--- config.mk ---
export PLATFORM = sky130hd
export DESIGN_NAME = splio_n_flat
export DESIGN_NICKNAME = d
export VERILOG_FILES = /design/src/rtl/splio_n_if.sv /design/src/rtl/splio_n.sv /design/src/flat_wrapper.sv
export SDC_FILE = /design/constraint.sdc
export NUM_CORES = 1
export LEC_CHECK = 0
export ABC_AREA = 1
export CAP_MARGIN = 0
export CORE_ASPECT_RATIO = 1.2
export CORE_MARGIN = 1
export CORE_UTILIZATION = 48
export DETAILED_ROUTE_END_ITERATION = 12
export MAX_ROUTING_LAYER = met4
export PLACE_DENSITY = 0.77
export REMOVE_ABC_BUFFERS = 1
export SYNTH_ARGS = -nofsm -noshare
export SYNTH_HDL_FRONTEND = slang
export SYNTH_SLANG_ARGS = --single-unit
export TNS_END_PERCENT = 20
--- constraint.sdc ---
create_clock -name clk -period 1.33 [get_ports clk]
set_input_delay 0.133 -clock clk [delete_from_list [all_inputs] [get_ports clk]]
set_output_delay 0.133 -clock clk [all_outputs]
set_load 0.01 [all_outputs]
--- src/rtl/splio_n_if.sv ---
// Bus bundle for the serial LED output engine: frame request/data in,
// status and external shift-chain controls out.
interface splio_n_if #(
  parameter int DATA_W = 32
) ();
  logic              start;
  logic              en;
  logic [DATA_W-1:0] p_data;
  logic [DATA_W-1:0] led;
  logic              busy;
  logic              done;
  logic              led_clk;
  logic              led_sout;
  logic              led_clrn;
  logic              led_pen;

  modport master (
    output start, en, p_data,
    input  led, busy, done, led_clk, led_sout, led_clrn, led_pen
  );

  modport slave (
    input  start, en, p_data,
    output led, busy, done, led_clk, led_sout, led_clrn, led_pen
  );
endinterface

--- src/rtl/splio_n.sv ---
// Serial-parallel LED output engine: latches a word on a rising start edge
// and shifts it out to an external shift-register chain.
module splio_n #(
  parameter int DATA_W    = 32,
  parameter int CLK_DIV   = 4,
  parameter bit MSB_FIRST = 1'b1
) (
  input logic       clk,
  input logic       rst,
  splio_n_if.slave  bus
);

  localparam int CNT_W = $clog2(DATA_W + 1);
  localparam int PH_W  = (CLK_DIV > 1) ? $clog2(CLK_DIV) : 1;
  localparam logic [PH_W-1:0]  PH_LAST  = PH_W'(CLK_DIV - 1);
  localparam logic [CNT_W-1:0] CNT_FULL = CNT_W'(DATA_W);

  typedef enum logic [0:0] {
    ST_IDLE  = 1'b0,
    ST_SHIFT = 1'b1
  } state_t;

  state_t              state_q, state_d;
  logic                start_q;
  logic [DATA_W-1:0]   shreg_q, shreg_d;
  logic [DATA_W-1:0]   shadow_q, shadow_d;
  logic [CNT_W-1:0]    bitcnt_q, bitcnt_d;
  logic [PH_W-1:0]     phase_q, phase_d;
  logic [DATA_W-1:0]   led_q, led_d;
  logic                busy_q, busy_d;
  logic                done_q, done_d;
  logic                lclk_q, lclk_d;
  logic                sout_q, sout_d;
  logic                clrn_q, clrn_d;
  logic                pen_q, pen_d;
  logic                edge_s;
  logic [DATA_W-1:0]   shifted_s;

  function automatic logic head_bit(input logic [DATA_W-1:0] v);
    return MSB_FIRST ? v[DATA_W-1] : v[0];
  endfunction

  assign edge_s    = bus.start & ~start_q;
  assign shifted_s = MSB_FIRST ? (shreg_q << 1'b1) : (shreg_q >> 1'b1);

  // Next-state and registered-output decode for the IDLE/SHIFT machine.
  always_comb begin
    state_d  = state_q;
    shreg_d  = shreg_q;
    shadow_d = shadow_q;
    bitcnt_d = bitcnt_q;
    phase_d  = phase_q;
    led_d    = led_q;
    busy_d   = busy_q;
    done_d   = 1'b0;
    lclk_d   = lclk_q;
    sout_d   = sout_q;
    clrn_d   = 1'b1;
    pen_d    = pen_q;
    case (state_q)
      ST_IDLE: begin
        pen_d  = 1'b1;
        lclk_d = 1'b0;
        busy_d = 1'b0;
        if (edge_s && bus.en) begin
          state_d  = ST_SHIFT;
          shreg_d  = bus.p_data;
          shadow_d = bus.p_data;
          bitcnt_d = CNT_FULL;
          phase_d  = {PH_W{1'b0}};
          sout_d   = head_bit(bus.p_data);
          pen_d    = 1'b0;
          busy_d   = 1'b1;
        end else begin
          state_d = ST_IDLE;
        end
      end
      ST_SHIFT: begin
        pen_d  = 1'b0;
        busy_d = 1'b1;
        if (phase_q == PH_LAST) begin
          phase_d = {PH_W{1'b0}};
          if (!lclk_q) begin
            lclk_d = 1'b1;
          end else begin
            // End of a high phase: the bit has been clocked out.
            lclk_d   = 1'b0;
            bitcnt_d = bitcnt_q - CNT_W'(1);
            if (bitcnt_q == CNT_W'(1)) begin
              state_d = ST_IDLE;
              sout_d  = 1'b0;
              led_d   = shadow_q;
              pen_d   = 1'b1;
              busy_d  = 1'b0;
              done_d  = 1'b1;
            end else begin
              shreg_d = shifted_s;
              sout_d  = head_bit(shifted_s);
            end
          end
        end else begin
          phase_d = phase_q + PH_W'(1);
        end
      end
      default: begin
        state_d = ST_IDLE;
      end
    endcase
  end

  // State and output registers with synchronous reset.
  always_ff @(posedge clk) begin
    if (rst) begin
      state_q  <= ST_IDLE;
      start_q  <= 1'b1;
      shreg_q  <= {DATA_W{1'b0}};
      shadow_q <= {DATA_W{1'b0}};
      bitcnt_q <= {CNT_W{1'b0}};
      phase_q  <= {PH_W{1'b0}};
      led_q    <= {DATA_W{1'b0}};
      busy_q   <= 1'b0;
      done_q   <= 1'b0;
      lclk_q   <= 1'b0;
      sout_q   <= 1'b0;
      clrn_q   <= 1'b0;
      pen_q    <= 1'b0;
    end else begin
      state_q  <= state_d;
      start_q  <= bus.start;
      shreg_q  <= shreg_d;
      shadow_q <= shadow_d;
      bitcnt_q <= bitcnt_d;
      phase_q  <= phase_d;
      led_q    <= led_d;
      busy_q   <= busy_d;
      done_q   <= done_d;
      lclk_q   <= lclk_d;
      sout_q   <= sout_d;
      clrn_q   <= clrn_d;
      pen_q    <= pen_d;
    end
  end

  assign bus.led      = led_q;
  assign bus.busy     = busy_q;
  assign bus.done     = done_q;
  assign bus.led_clk  = lclk_q;
  assign bus.led_sout = sout_q;
  assign bus.led_clrn = clrn_q;
  assign bus.led_pen  = pen_q;

endmodule
--- src/flat_wrapper.sv ---
// flat-port wrapper written by rule: the top's interface ports become plain ports
module splio_n_flat 
#(
  parameter int DATA_W    = 32,
  parameter int CLK_DIV   = 4,
  parameter bit MSB_FIRST = 1'b1
)
  (clk, rst, bus_start, bus_en, bus_p_data, bus_led, bus_busy, bus_done, bus_led_clk, bus_led_sout, bus_led_clrn, bus_led_pen);
  splio_n_if #(.DATA_W(DATA_W)) bus_i ();
  input logic clk;
  input logic rst;
  input wire logic [$bits(bus_i.start)-1:0] bus_start;
  input wire logic [$bits(bus_i.en)-1:0] bus_en;
  input wire logic [$bits(bus_i.p_data)-1:0] bus_p_data;
  output wire logic [$bits(bus_i.led)-1:0] bus_led;
  output wire logic [$bits(bus_i.busy)-1:0] bus_busy;
  output wire logic [$bits(bus_i.done)-1:0] bus_done;
  output wire logic [$bits(bus_i.led_clk)-1:0] bus_led_clk;
  output wire logic [$bits(bus_i.led_sout)-1:0] bus_led_sout;
  output wire logic [$bits(bus_i.led_clrn)-1:0] bus_led_clrn;
  output wire logic [$bits(bus_i.led_pen)-1:0] bus_led_pen;
  assign bus_i.start = bus_start;
  assign bus_i.en = bus_en;
  assign bus_i.p_data = bus_p_data;
  assign bus_led = bus_i.led;
  assign bus_busy = bus_i.busy;
  assign bus_done = bus_i.done;
  assign bus_led_clk = bus_i.led_clk;
  assign bus_led_sout = bus_i.led_sout;
  assign bus_led_clrn = bus_i.led_clrn;
  assign bus_led_pen = bus_i.led_pen;
  splio_n #(.DATA_W(DATA_W), .CLK_DIV(CLK_DIV), .MSB_FIRST(MSB_FIRST)) u_core (.clk(clk), .rst(rst), .bus(bus_i));
endmodule
==> key figures <==
Status
  – Status: finished, violations left
  – Failing checks: setup timing

Drt
  – DRT antenna net count: 0
  – Vias per inst: 5.29
  – Top metal layer carrying routed signals: met4
  – DR WL met3: 580 um
  – Met2 wire len: 5980 um
  – M1 WL: 4750 um
  – Drt pass-1 iters: 5
  – Via count of the routed design: 4075
  – DR WL/cell: 15.0 um
  – Post-Route WL: 11600 um
  – Drc violations: 0
  – DRT iter0 DRCs: 221

Min path
  – Worst hold-check path type: input port to flop
  – HP Start: bus_p_data[24]
  – Hold Path Sink: u_core.shadow_q[24]
  – Cell count of the worst hold path: 3

Power
  – Switch share: 0.236
  – Internal power: 0.00466 W
  – P per Cell Area: 1010 mW/mm^2
  – Switching pwr: 0.00144 W
  – Combinational share of power: 0.085
  – Lkg Pwr: 2.49 nW
  – IR drop worst, VDD: 0.529 mV
  – Sequential power share: 0.554
  – Clk pwr share: 0.360

Clock tree
  – Max clock buf depth: 2
  – CTS sink count: 110
  – Root Driver: clkbuf_8
  – Worst-skew pair later-pin latency: 0.38 ns
  – CTS tree: done
  – CTS Buf Count: 9
  – Worst-path clk slew: 0.10 ns
  – CTS H-tree depth: 3

Floorplanning
  – Starting density of the core: 0.494
  – Die Area: 0.00964 mm^2
  – Placement Rows: 38
  – Core footprint: 0.00899 mm^2
  – Die H: 107 um
  – Die Wd: 89.8 um
  – Top Ports: 74

Finish
  – Final Cell Area: 0.00603 mm^2
  – Layout cells sized above 1: 0.203
  – Synthesis-to-finish area growth: 35.9%
  – Non-filler cells, final: 770
  – Filler instances: 726
  – Layout Utilization: 0.671
  – Antenna diodes: 0
  – Final #Nets: 684

Synthesis
  – Compound-cell area share of the yosys netlist: 0.222
  – Synth top area cells: dfxtp_1 50%, nand2_1 8.0%, a21oi_1 5.8%
  – Post-synthesis simple-gate area fraction: 0.167
  – Async S/R FF share, synth: 0
  – Post-synthesis xor/xnor area fraction: 0.00395
  – Post-synthesis mux area share: 0
  – Largest family of logic cells by synthesized area: compound AO/OA/AOI/OAI gates
  – Ys flop type: dfxtp_1
  – Cell taking the most area after synthesis: dfxtp_1
  – Top cell type's share of synthesized area: 0.496
  – Most frequent cell after synthesis: dfxtp_1
  – Distinct cells, synth: 29
  – Synthesized area: 0.00444 mm^2
  – YS warnings: 0
  – Synthesized area per cell: 8.10 um^2
  – Synthesized flop and latch total: 110
  – EDFF count, synth: 0
  – Most common library cells after synthesis: 110 x dfxtp_1, 94 x nand2_1, 58 x inv_1
  – Synth Area in Adders: 0.00846
  – Seq/Total Area, Yosys: 0.496
  – Synth Instances: 548

Setup path
  – Crit. End Element: flop
  – Setup Crit Path Kind: flop to flop
  – Worst Path Arrival: 1.77 ns
  – Startpoint types: flop
  – R2R depth: 10
  – Flop2flop setup slack: -0.18 ns
  – Crit-path max FO: 2
  – Data required, critical path: 1.59 ns
  – R2R Path Start: u_core.phase_q[1]
  – Reg-to-Reg End: u_core.bus.led_clk

Timing
  – Final setup fails: 73
  – Achievable clock frequency: 663 MHz
  – Tightest Pin Transition: 0.261 ns
  – Final Skew: 0.00823 ns
  – Final setup TNS: -5.04 ns
  – RSZ-0062 raised after global routing: yes
  – Max Slew Vio Count: 0
  – Fin crit share: 1.13
  – Fin crit period: 1.51 ns
  – Final hold violations: 0
  – Relative slew slack: 0.824
  – Worst Setup Slack, final: -0.178 ns

Place
  – DP Wirelength: 6680 um
  – Placer Congestion: 0.775
  – Inst Count DP: 736
  – IO Port Bufs: 73
  – Pre-CTS setup slack: -0.321 ns
  – Placed Area: 0.00541 mm^2

Global routing
  – Initial antenna violation count: 0
  – Global-route usage over all layers: 0.257
  – First-pass GRT wire length: 19000 um
  – Largest net degree at the start of global routing: 46
  – Total grt overflow: 0
  – Vias in the first global route: 3961

Flow run
  – Max cap viols: 0
==> per-stage QoR <==
stage,power [W],hold slack [ns]
final,0.00610,0.356
after global routing,0.00632,0.347
after CTS,0.00611,0.342
after detailed placement,0.00395,0.439
after global placement,0.00394,0.434
after floorplan,0.00368,0.202
==> worst max path at each step <==
stage	start	end	slack, ns
floorplan	u_core.state_q	u_core.state_q	-2.13
global placement	bus_start	u_core.shreg_q[29]	-0.22
detailed placement	bus_start	u_core.shreg_q[24]	-0.32
CTS	u_core.phase_q[0]	u_core.bus.led[27]	-0.11
global route	u_core.phase_q[1]	u_core.bitcnt_q[2]	-0.23
finish	u_core.phase_q[1]	u_core.bus.led_clk	-0.18
==> routing by layer <==
layer  vias up  GRT usage
li1       2013          -
met1      1888      0.294
met2       147      0.435
met3        27     0.0381
met4         0      0.143
met5         -          -
==> kinds of logic (layout without fill, tap and decap cells) <==
group           count (synthesis)  in the layout
xor+xnor                        2              2
buf+inv                       103            205
fa+ha+maj                       3              3
flops                         110            110
simple gates                  171            171
compound gates                159            159
==> power groups by stage <==
stage                     clock network (W)  registers (W)  logic, W
after floorplan                           0        0.00345  0.000228
after global placement                    0        0.00345  0.000490
after detailed placement                  0        0.00345  0.000501
after CTS                           0.00223        0.00338  0.000507
after global routing                0.00236        0.00338  0.000574
final                               0.00220        0.00338  0.000521
==> what timing repair did <==
| action | in CTS | in global routing |
|---|---|---|
| hold buffers | 0 | 0 |
| cloned | 6 | 1 |
| endpoints found under the setup margin | 111 | 80 |
| setup buffers | 12 | 0 |
| pin swaps | 8 | 14 |
| resized for setup | 80 | 28 |
==> state kept, by name (all words and copies together) (netlist names) <==
name                 flops
u_core.bus.led          32
u_core.shadow_q         32
u_core.shreg_q          31
u_core.bitcnt_q          6
u_core.phase_q           2
u_core.bus.done          1
u_core.bus.led_clk       1
u_core.bus.led_clrn      1
u_core.bus.led_pen       1
u_core.bus.led_sout      1
u_core.start_q           1
u_core.state_q           1
==> cells in the final DEF, fill, tap and decap left out, types with 13 or more instances in the layout <==
cell type	instances
nor2_1	13
clkdlybuf4s50_1	35
inv_1	55
a21oi_1	46
o21ai_1	19
o21a_1	17
a21oi_2	25
dfxtp_1	106
o21ai_0	19
nand3_1	51
o32ai_1	18
buf_4	33
dlygate4sd2_1	37
nand2_1	91
==> cell type report <==
class | count | area, um^2 | share of cell area
clock buffer | 11 | 131 | 0.0218
clock inverter | 5 | 83.8 | 0.0139
timing repair buffer | 127 | 1310 | 0.217
multi-input combinational | 335 | 1920 | 0.318
inverter | 62 | 233 | 0.0386
tap | 120 | 150 | 0.0249
sequential | 110 | 2210 | 0.366
==> critical path, cell delays in order, from the launching register on <==
cell	delay, ns
dfxtp_2	0.37
ha_4	0.16
nand2_4	0.06
buf_4	0.13
buf_4	0.12
buf_4	0.12
buf_4	0.12
buf_4	0.12
buf_4	0.12
inv_2	0.04
nor4_1	0.04
Note: power is estimated with default switching activity, not from simulation.
